==> config.mk <==
export PLATFORM = sky130hd
export DESIGN_NAME = interleave_example_vop_engine
export DESIGN_NICKNAME = d
export VERILOG_FILES = /design/src/rtl/interleave_example_vop_pkg.sv /design/src/rtl/interleave_example_vop_lane.sv /design/src/rtl/interleave_example_vop_engine.sv
export SDC_FILE = /design/constraint.sdc
export NUM_CORES = 2
export LEC_CHECK = 0
export CAP_MARGIN = 20
export CORE_AREA = 3 3 433 435
export DETAILED_ROUTE_END_ITERATION = 16
export DIE_AREA = 0 0 436 438
export PLACE_DENSITY = 0.78
export SKIP_CTS_REPAIR_TIMING = 1
export SLEW_MARGIN = 20
export SYNTH_ARGS = -nofsm -noshare
export SYNTH_HDL_FRONTEND = slang
export SYNTH_SLANG_ARGS = --single-unit
==> constraint.sdc <==
create_clock -name aclk -period 35.6 [get_ports aclk]
set_input_delay 10.68 -clock aclk [delete_from_list [all_inputs] [get_ports aclk]]
set_output_delay 10.68 -clock aclk [all_outputs]
set_load 0.01 [all_outputs]
==> src/rtl/interleave_example_vop_pkg.sv <==
// Shared types and the per-lane arithmetic helper for the vector-op stream engine.
package interleave_example_vop_pkg;

  // Widest lane the helper function supports; lanes are zero-extended to this.
  localparam int unsigned LANE_MAX_W = 64;

  // Control FSM states.
  typedef enum logic [1:0] {
    ST_IDLE  = 2'b00,
    ST_RUN   = 2'b01,
    ST_FLUSH = 2'b10,
    ST_DONE  = 2'b11
  } vop_state_e;

  // Lane operation selected by ctrl_mode.
  typedef enum logic [1:0] {
    MODE_ADD     = 2'b00,
    MODE_SUB     = 2'b01,
    MODE_SAT_ADD = 2'b10,
    MODE_PASS    = 2'b11
  } vop_mode_e;

  // One lane operation on zero-extended operands; lw selects the real lane width.
  // Results are masked to lw bits so callers can simply take the low slice.
  function automatic logic [LANE_MAX_W-1:0] vop_lane_op(
    input logic [LANE_MAX_W-1:0] data,
    input logic [LANE_MAX_W-1:0] cval,
    input vop_mode_e             mode,
    input int unsigned           lw
  );
    logic [LANE_MAX_W:0]   lane_max;
    logic [LANE_MAX_W:0]   sum;
    logic [LANE_MAX_W-1:0] mask;
    logic [LANE_MAX_W-1:0] result;
    lane_max = (65'd1 << lw) - 65'd1;
    mask     = lane_max[LANE_MAX_W-1:0];
    sum      = {1'b0, data} + {1'b0, cval};
    case (mode)
      MODE_ADD:     result = sum[LANE_MAX_W-1:0] & mask;
      MODE_SUB:     result = (data - cval) & mask;
      MODE_SAT_ADD: result = (sum > lane_max) ? mask : sum[LANE_MAX_W-1:0];
      MODE_PASS:    result = data & mask;
      default:      result = data & mask;
    endcase
    return result;
  endfunction

endpackage

==> src/rtl/interleave_example_vop_lane.sv <==
// Single-lane combinational operator: applies the selected op to one lane.
module interleave_example_vop_lane
  import interleave_example_vop_pkg::*;
#(
  parameter int C_LANE_WIDTH = 32
) (
  input  logic [C_LANE_WIDTH-1:0] lane_data,
  input  logic [C_LANE_WIDTH-1:0] lane_const,
  input  logic [1:0]              lane_mode,
  output logic [C_LANE_WIDTH-1:0] lane_result
);

  logic [LANE_MAX_W-1:0] wide_result_s;

  // Evaluate the shared lane function at full helper width.
  always_comb begin
    wide_result_s = vop_lane_op(LANE_MAX_W'(lane_data), LANE_MAX_W'(lane_const),
                                vop_mode_e'(lane_mode), C_LANE_WIDTH);
  end

  assign lane_result = wide_result_s[C_LANE_WIDTH-1:0];

  // The helper masks results, so bits above the lane are always zero.
  generate
    if (C_LANE_WIDTH < LANE_MAX_W) begin : g_unused_hi
      logic unused_hi_s;
      assign unused_hi_s = ^wide_result_s[LANE_MAX_W-1:C_LANE_WIDTH];
    end
  endgenerate

endmodule

==> src/rtl/interleave_example_vop_engine.sv <==
// Streaming vector-op engine: per-lane add/sub/sat-add/pass against a latched
// constant, fed through a stall-able valid pipeline, framed by a start/done FSM.
module interleave_example_vop_engine
  import interleave_example_vop_pkg::*;
#(
  parameter int C_DATA_WIDTH      = 512,
  parameter int C_LANE_WIDTH      = 32,
  parameter int C_PIPE_STAGES     = 2,
  parameter int C_XFER_SIZE_WIDTH = 32
) (
  input  logic                         aclk,
  input  logic                         aresetn,
  input  logic                         ap_start,
  output logic                         ap_done,
  output logic                         ap_idle,
  input  logic [C_XFER_SIZE_WIDTH-1:0] ctrl_xfer_size_in_bytes,
  input  logic [C_LANE_WIDTH-1:0]      ctrl_constant,
  input  logic [1:0]                   ctrl_mode,
  input  logic                         s_axis_tvalid,
  output logic                         s_axis_tready,
  input  logic [C_DATA_WIDTH-1:0]      s_axis_tdata,
  output logic                         m_axis_tvalid,
  input  logic                         m_axis_tready,
  output logic [C_DATA_WIDTH-1:0]      m_axis_tdata,
  output logic                         m_axis_tlast
);

  localparam int XW             = C_XFER_SIZE_WIDTH;
  localparam int NUM_LANES      = C_DATA_WIDTH / C_LANE_WIDTH;
  localparam int BYTES_PER_BEAT = C_DATA_WIDTH / 8;
  localparam logic [XW-1:0] BPB_W   = XW'(BYTES_PER_BEAT);
  localparam logic [XW-1:0] CNT_ONE = XW'(1);
  localparam logic [XW-1:0] CNT_ZERO = {XW{1'b0}};

  // Control state
  vop_state_e            state_r;
  vop_state_e            state_next_s;
  vop_mode_e             mode_r;
  logic [C_LANE_WIDTH-1:0] const_r;
  logic [XW-1:0]         target_r;
  logic [XW-1:0]         in_cnt_r;
  logic [XW-1:0]         out_cnt_r;
  logic                  ap_done_r;
  logic                  ap_idle_r;

  // Beat-count computation
  logic [XW-1:0]         beat_quot_s;
  logic [XW-1:0]         beat_rem_s;
  logic [XW-1:0]         beat_target_s;

  // Handshake / pipeline control
  logic                  start_s;
  logic                  advance_s;
  logic                  in_hs_s;
  logic                  in_last_s;
  logic                  out_hs_s;
  logic                  out_last_s;

  // Pipeline storage; tlast rides along as a sideband bit
  logic [C_DATA_WIDTH-1:0] lane_res_s;
  logic [C_DATA_WIDTH-1:0] pipe_data_r [C_PIPE_STAGES];
  logic [C_PIPE_STAGES-1:0] pipe_valid_r;
  logic [C_PIPE_STAGES-1:0] pipe_last_r;

  // Beats = ceil(bytes / bytes-per-beat), done without widening the input.
  assign beat_quot_s   = ctrl_xfer_size_in_bytes / BPB_W;
  assign beat_rem_s    = ctrl_xfer_size_in_bytes % BPB_W;
  assign beat_target_s = beat_quot_s + {{(XW-1){1'b0}}, (beat_rem_s != CNT_ZERO)};

  assign start_s    = (state_r == ST_IDLE) && ap_start;
  // Whole pipeline moves together when the output slot can drain.
  assign advance_s  = !pipe_valid_r[C_PIPE_STAGES-1] || m_axis_tready;
  assign s_axis_tready = (state_r == ST_RUN) && advance_s;
  assign in_hs_s    = s_axis_tvalid && s_axis_tready;
  assign in_last_s  = in_hs_s && (in_cnt_r == (target_r - CNT_ONE));
  assign out_hs_s   = m_axis_tvalid && m_axis_tready;
  assign out_last_s = out_hs_s && (out_cnt_r == (target_r - CNT_ONE));

  assign m_axis_tvalid = pipe_valid_r[C_PIPE_STAGES-1];
  assign m_axis_tdata  = pipe_data_r[C_PIPE_STAGES-1];
  assign m_axis_tlast  = pipe_valid_r[C_PIPE_STAGES-1] & pipe_last_r[C_PIPE_STAGES-1];
  assign ap_done       = ap_done_r;
  assign ap_idle       = ap_idle_r;

  // One operator per lane on the incoming beat; results feed stage 0.
  generate
    for (genvar i = 0; i < NUM_LANES; i++) begin : g_lane
      interleave_example_vop_lane #(
        .C_LANE_WIDTH (C_LANE_WIDTH)
      ) u_lane (
        .lane_data   (s_axis_tdata[i*C_LANE_WIDTH +: C_LANE_WIDTH]),
        .lane_const  (const_r),
        .lane_mode   (mode_r),
        .lane_result (lane_res_s[i*C_LANE_WIDTH +: C_LANE_WIDTH])
      );
    end
  endgenerate

  // Next-state logic for the start/run/flush/done sequence.
  always_comb begin
    state_next_s = state_r;
    case (state_r)
      ST_IDLE: begin
        if (ap_start) begin
          if (beat_target_s == CNT_ZERO) begin
            state_next_s = ST_DONE;
          end else begin
            state_next_s = ST_RUN;
          end
        end else begin
          state_next_s = ST_IDLE;
        end
      end
      ST_RUN: begin
        if (in_last_s) begin
          state_next_s = ST_FLUSH;
        end else begin
          state_next_s = ST_RUN;
        end
      end
      ST_FLUSH: begin
        if (out_last_s) begin
          state_next_s = ST_DONE;
        end else begin
          state_next_s = ST_FLUSH;
        end
      end
      ST_DONE: state_next_s = ST_IDLE;
      default: state_next_s = ST_IDLE;
    endcase
  end

  // State register, status outputs, transfer parameters and beat counters.
  always_ff @(posedge aclk) begin
    if (!aresetn) begin
      state_r   <= ST_IDLE;
      ap_done_r <= 1'b0;
      ap_idle_r <= 1'b1;
      mode_r    <= MODE_ADD;
      const_r   <= {C_LANE_WIDTH{1'b0}};
      target_r  <= CNT_ZERO;
      in_cnt_r  <= CNT_ZERO;
      out_cnt_r <= CNT_ZERO;
    end else begin
      state_r   <= state_next_s;
      ap_done_r <= (state_next_s == ST_DONE);
      ap_idle_r <= (state_next_s == ST_IDLE);
      if (start_s) begin
        // Parameters are captured only here, so mid-transfer changes are ignored.
        mode_r    <= vop_mode_e'(ctrl_mode);
        const_r   <= ctrl_constant;
        target_r  <= beat_target_s;
        in_cnt_r  <= CNT_ZERO;
        out_cnt_r <= CNT_ZERO;
      end else begin
        if (in_hs_s) begin
          in_cnt_r <= in_cnt_r + CNT_ONE;
        end
        if (out_hs_s) begin
          out_cnt_r <= out_cnt_r + CNT_ONE;
        end
      end
    end
  end

  // Pipeline valid and tlast sideband; reset empties all stages.
  always_ff @(posedge aclk) begin
    if (!aresetn) begin
      pipe_valid_r <= {C_PIPE_STAGES{1'b0}};
      pipe_last_r  <= {C_PIPE_STAGES{1'b0}};
    end else if (advance_s) begin
      pipe_valid_r[0] <= in_hs_s;
      pipe_last_r[0]  <= in_last_s;
      for (int k = 1; k < C_PIPE_STAGES; k++) begin
        pipe_valid_r[k] <= pipe_valid_r[k-1];
        pipe_last_r[k]  <= pipe_last_r[k-1];
      end
    end
  end

  // Pipeline data; qualified by the valid bits, so no reset is needed.
  always_ff @(posedge aclk) begin
    if (advance_s) begin
      pipe_data_r[0] <= lane_res_s;
      for (int k = 1; k < C_PIPE_STAGES; k++) begin
        pipe_data_r[k] <= pipe_data_r[k-1];
      end
    end
  end

endmodule

# After elaboration in Yosys (flattened, before gate mapping)
# Memory sizes are Yosys's and may differ from the RTL's.
# Index checks and enable logic that the tools add are counted.
dict set report word_totals {
  out_inout_bits 517
  elab_cells 127
  mem_bits_rw 1024
  n_memories 1
  reg_bits 138
  inputBits 583
}
# name words width rd rd_clocked_by_memory_dff wr line_no
set mem_list {}
lappend mem_list {pipe_data_r 2 512 2 0 2 interleave_example_vop_engine.sv:61} ;# logic [C_DATA_WIDTH-1:0] pipe_data_r [C_PIPE_STAGES];
dict set report classes {
  mux 39
  bitwise_logic 2
  reduce_logical 14
  add_sub_neg 36
  magnitude_cmp 16
  n_eq_ne 9
}
# operator count
set ops {}
lappend ops {{$pmux W32 S4} 16}
lappend ops {{$add A32 B32 Y33} 16}
lappend ops {{$gt A33 B32 Y1 const B} 16}
lappend ops {{$mux W32} 16}
lappend ops {{$sub A32 B32 Y32} 16}
lappend ops {{$add A32 B1 Y32 const B} 2}
lappend ops {{$eq A32 B32 Y1} 2}
lappend ops {{$logic_not A32 Y1} 1}
lappend ops {{$reduce_bool A32 Y1} 1}
lappend ops {{$sub A32 B1 Y32 const B} 1}
lappend ops {{$add A26 B1 Y27} 1}
lappend ops {{$eq A2 B2 Y1 const B} 5}
lappend ops {{$pmux W2 S4} 1}
lappend ops {{$logic_and A1 B1 Y1} 6}
lappend ops {{$logic_not A2 Y1} 3}
lappend ops {{$mux W2} 3}
lappend ops {{$eq A2 B1 Y1 const B} 2}
lappend ops {{$mux W1} 3}
lappend ops {{$reduce_or A2 Y1} 1}
lappend ops {{$and A1 B1 Y1} 1}
lappend ops {{$logic_not A1 Y1} 1}
lappend ops {{$logic_or A1 B1 Y1} 1}
lappend ops {{$not A1 Y1} 1}

# Longest topological paths before layout
dict set report depth {
  ltp_word 8
  mapped_depth 16
}

# Hierarchy
# A second synthesis with hierarchy kept.
dict set report hier_totals {
  cells_unflattened 13073
  area_unflattened_um2 109730.2
}
# module n_inst cells_each area_each_um2 seq_area_each_um2
set by_module_without_submodules {}
lappend by_module_without_submodules {interleave_example_vop_engine 1 2546 42499.5 33412.0}
lappend by_module_without_submodules {{interleave_example_vop_lane at g_lane[0].u_lane ...} 8 671 4265.3 0.0}
lappend by_module_without_submodules {{interleave_example_vop_lane at g_lane[11].u_lane ...} 2 655 4186.5 0.0}
lappend by_module_without_submodules {{interleave_example_vop_lane at g_lane[6].u_lane ...} 2 628 4015.1 0.0}
lappend by_module_without_submodules {{interleave_example_vop_lane at g_lane[5].u_lane} 1 647 4236.6 0.0}
lappend by_module_without_submodules {{interleave_example_vop_lane at g_lane[9].u_lane} 1 659 4196.5 0.0}
lappend by_module_without_submodules {{interleave_example_vop_lane at g_lane[8].u_lane} 1 659 4170.2 0.0}
lappend by_module_without_submodules {{interleave_example_vop_lane at g_lane[13].u_lane} 1 628 4101.4 0.0}

# Worst setup path before layout
# Ideal clock, no wire load.
dict set report synth_timing {
  path_kind {input-to-reg}
  from {input m_axis_tready}
  to {memory pipe_data_r[0][0], enable pin}
  slack_ps 3769
  n_path_buf 0
  required_time_ps 34239
  setup_ps 1361
  path_stages 2
  arrival_ps 30470
  path_cell_list {nor2b_1 -> inv_1}
}
# element line_no
set synth_rtl {}
lappend synth_rtl {{from (decl)} interleave_example_vop_engine.sv:23} ;# input logic m_axis_tready,
lappend synth_rtl {{to (decl)} interleave_example_vop_engine.sv:61}

# Worst setup path in the final report
dict set report layout_timing {
  from {input m_axis_tready}
  to {output s_axis_tready}
}
dict set report layout_between {
  elab_chain_len 2
}
# element line_no
set layout_rtl {}
lappend layout_rtl {{$logic_or A1 B1 Y1} interleave_example_vop_engine.sv:72} ;# assign advance_s = !pipe_valid_r[C_PIPE_STAGES-1] || m_axis_tready;
lappend layout_rtl {{$logic_and A1 B1 Y1} interleave_example_vop_engine.sv:73} ;# assign s_axis_tready = (state_r == ST_RUN) && advance_s;
lappend layout_rtl {{to (decl)} interleave_example_vop_engine.sv:20} ;# output logic s_axis_tready,
# Every way passes these cells.

==> impl_metrics.tcl <==
set metrics [dict create \
    cp.arrival_ns 12.36 \
    placed_area_mm2 0.111 \
    routed-wl-met3_um 56600 \
    end_kind "primary output" \
    tightestPinTransition_ns 1.19 \
    syn_area_mm2 0.102 \
    vias 97700 \
    cts_max_path_buffers 3 \
    cp_max_fo 6 \
    drt_iter0_drc 14700 \
    ys.flop_type "edfxtp_1" \
    synth_cells 11700 \
    rows 157 \
    synth_cell_types 120 \
    critical_path.max_stage_delay_ns 0.54 \
    numPlacedInstances 14200 \
    grt_pass1_wl_um 624000 \
    grt_start_max_net_pins 174 \
    post_drt_wl_per_cell_um 30.6 \
    hpwl_um 324000 \
    num-fill-cells 15500 \
    cts_root_buf "clkbuf_16" \
    vias_per_cell 6.70 \
    synth_fa_ha_area_frac 0.131 \
    ys_seq_area_frac 0.328 \
    synthToLayoutAreaGrowth_pct 13.4 \
    layout-drive-gt1-share 0.0471 \
    sequentialPowerShare 0.382 \
    finalSetupViolCount 0 \
    synth-compound-area-share 0.237 \
    die-width_um 436 \
    die_y_um 438 \
    slew_headroom 0.204 \
    fmax_mhz 43.4 \
    dr.pass1.iters 8 \
    cts-htree-levels 4 \
    die-area_mm2 0.191 \
    ir_drop_uv 41.9 \
    ant_nets 0 \
    clockPowerShare 0.274 \
    drc_errors 0 \
    synthMuxAreaShare 0.00667 \
    final_cell_area_mm2 0.116 \
    worstSkewPairLatency_ns 0.84 \
    fin_worst_skew_ns 0.0302 \
    path_common_cell "clkdlybuf4s50_1" \
    yosys.area_share.xor_xnor 0.0657 \
    synth-seq-cells 1157 \
    gr-total-overflow 0 \
    synth_top_family_by_area "compound AO/OA/AOI/OAI gates" \
    layout_min_cycle_time_ns 23.04 \
    synthSimpleGateAreaFrac 0.149 \
    fin_crit_sh 0.647 \
    antenna_found_initial 150 \
    cts_tree "built" \
    hold_class "reg -> reg" \
    power_density_mw_per_mm2 44.7 \
    synth_enable_flop_cells 1024 \
    drv_cap 0 \
    synthesis.nets 13300 \
    path_class "in -> out" \
    yosys_warnings 0 \
    tns_ns 0 \
    synth_area_per_cell_um2 8.74 \
    p_switching_mw 1.85 \
    cts.sinks 1157 \
    crit_path_cell_trace "clkdlybuf4s50_1 -> nor2b_1 -> nor2_1 -> clkdlybuf4s50_1" \
    grt.total_usage 0.446 \
    critPathBufInv 2 \
    wirelength_met1_um 162000 \
    hold_viol 0 \
    final_common_cell "a21oi_1" \
    routed_wl_um 447000 \
    start_kind "primary input" \
    grt_pass1_vias 89300 \
    start_util 0.555 \
    clkTransAtPathRegs_ns 0.07 \
    final_cell_mix "a21oi_1 (1,151), nor2_1 (1,117), clkdlybuf4s50_1 (1,098), edfxtp_1 (1,024), ha_1 (1,013)" \
    gp_congestion 1.02 \
    cts_buffers 136 \
    switching_share 0.357 \
    outcome "complete, no violations" \
    synth-async-reset-ratio 0 \
    layout.nets 13500 \
    combPwrFrac 0.344 \
    rsz0062_at_grt "false" \
    coreArea_mm2 0.183 \
    crit_family "buffers and inverters" \
    leakagePower_nw 45.3 \
    p_int_mw 3.32 \
    critPathRequiredTime_ns 24.92 \
    highest_layer "met5" \
    stdcell_count 14600 \
    io_pins 1100 \
    slew_viol_final 0 \
    routed-wl-met2_um 186000 \
    io_buffer_count 1099 \
    slowest_stage "nor2b_1" \
]
final cells by class:
type	instances	area, um^2	area share
Sequential cell	1157	33500	0.290
Timing Repair Buffer	1220	12000	0.103
Clock inverter	90	856	0.00741
Antenna cell	123	308	0.00266
Inverter	576	2180	0.0189
Tap cell	2464	3080	0.0267
Multi-Input combinational cell	8793	60100	0.520
Clock buffer	155	3570	0.0309
cell usage after synthesis, types with 65 or more instances:
cell / instances / area share
nand2b_1: 145 / 0.0089
o31ai_1: 109 / 0.0080
nand2_1: 836 / 0.031
inv_1: 566 / 0.021
ha_1: 1013 / 0.12
a21o_1: 162 / 0.012
a21oi_1: 1153 / 0.057
o21ai_0: 585 / 0.029
edfxtp_1: 1024 / 0.30
a22oi_1: 155 / 0.011
nor4_1: 88 / 0.0054
xor2_1: 202 / 0.017
o21bai_1: 217 / 0.016
o21a_1: 82 / 0.0060
nor2_1: 1122 / 0.041
a21boi_0: 65 / 0.0048
nand4_1: 66 / 0.0041
nor3_1: 309 / 0.015
o211ai_1: 107 / 0.0079
a32oi_1: 73 / 0.0063
buf_4: 516 / 0.038
nand3_1: 176 / 0.0086
or3_1: 92 / 0.0056
nor2b_1: 122 / 0.0075
a31oi_1: 117 / 0.0072
clkbuf_1: 515 / 0.019
dfxtp_1: 133 / 0.026
and3_1: 79 / 0.0048
xnor2_1: 562 / 0.048
a211oi_1: 103 / 0.0076
per-stage QoR:
step | util | setup WS (ns) | hold WS [ns] | power [mW]
floorplan | - | 3.77 | 0.400 | 3.07
global placement | 0.604 | 12.53 | 0.401 | 3.68
detailed placement | 0.604 | 12.58 | 0.405 | 3.71
CTS | 0.628 | 12.57 | 0.399 | 5.12
global route | 0.629 | 12.45 | 0.415 | 5.34
finish | 0.630 | 12.56 | 0.404 | 5.17
final timing paths:
| kind | start | end | slack, ns | cells past startpoint |
|---|---|---|---|---|
| max | m_axis_tready | s_axis_tready | 12.56 | 4 |
| min | pipe_data_r[0][316] | pipe_data_r[0][828] | 0.40 | 0 |
| max reg2reg | const_r[9] | pipe_data_r[0][215] | 29.38 | 14 |
| min reg2reg | pipe_data_r[0][316] | pipe_data_r[0][828] | 0.40 | 0 |
sequential cells by signal (all words and copies together) (netlist names):
name / cells
pipe_last_r: 2
out_cnt_r: 32
ap_idle: 1
in_cnt_r: 32
ap_done: 1
mode_r: 2
pipe_data_r: 1024
pipe_valid_r: 2
state_r: 2
target_r: 27
const_r: 32
power by group through the flow:
stage          clock network (mW)  registers [mW]  logic [mW]
5_1_grt                      1.47            1.98        1.89
3_5_place_dp                    0            1.99        1.72
2_1_floorplan                   0            1.89        1.17
4_1_cts                      1.42            1.97        1.73
3_3_place_gp                    0            1.99        1.70
6_report                     1.41            1.98        1.78
layer usage:
metal | GRT usage | up-vias
li1 | - | 42800
met1 | 0.563 | 46300
met2 | 0.640 | 7111
met3 | 0.113 | 1515
met4 | 0.372 | 14
met5 | 0 | -
cell families after synthesis:
kind of cell	count (synthesis)
buffers and inverters	1714
adder cells (fa/ha/maj)	1045
AND/OR/NAND/NOR	3261
XOR/XNOR	764
flip-flops	1157
AO/OA/AOI/OAI	3656
multiplexers	67
worst reg2reg max path: cells and delay by family (launching register included):
family | cells | cell delay [ns]
simple gates | 2 | 1.46
fa+ha+maj | 1 | 0.58
buf+inv | 3 | 1.05
compound gates | 8 | 1.95
flops | 1 | 0.95
Note: power is estimated with default switching activity, not from simulation.
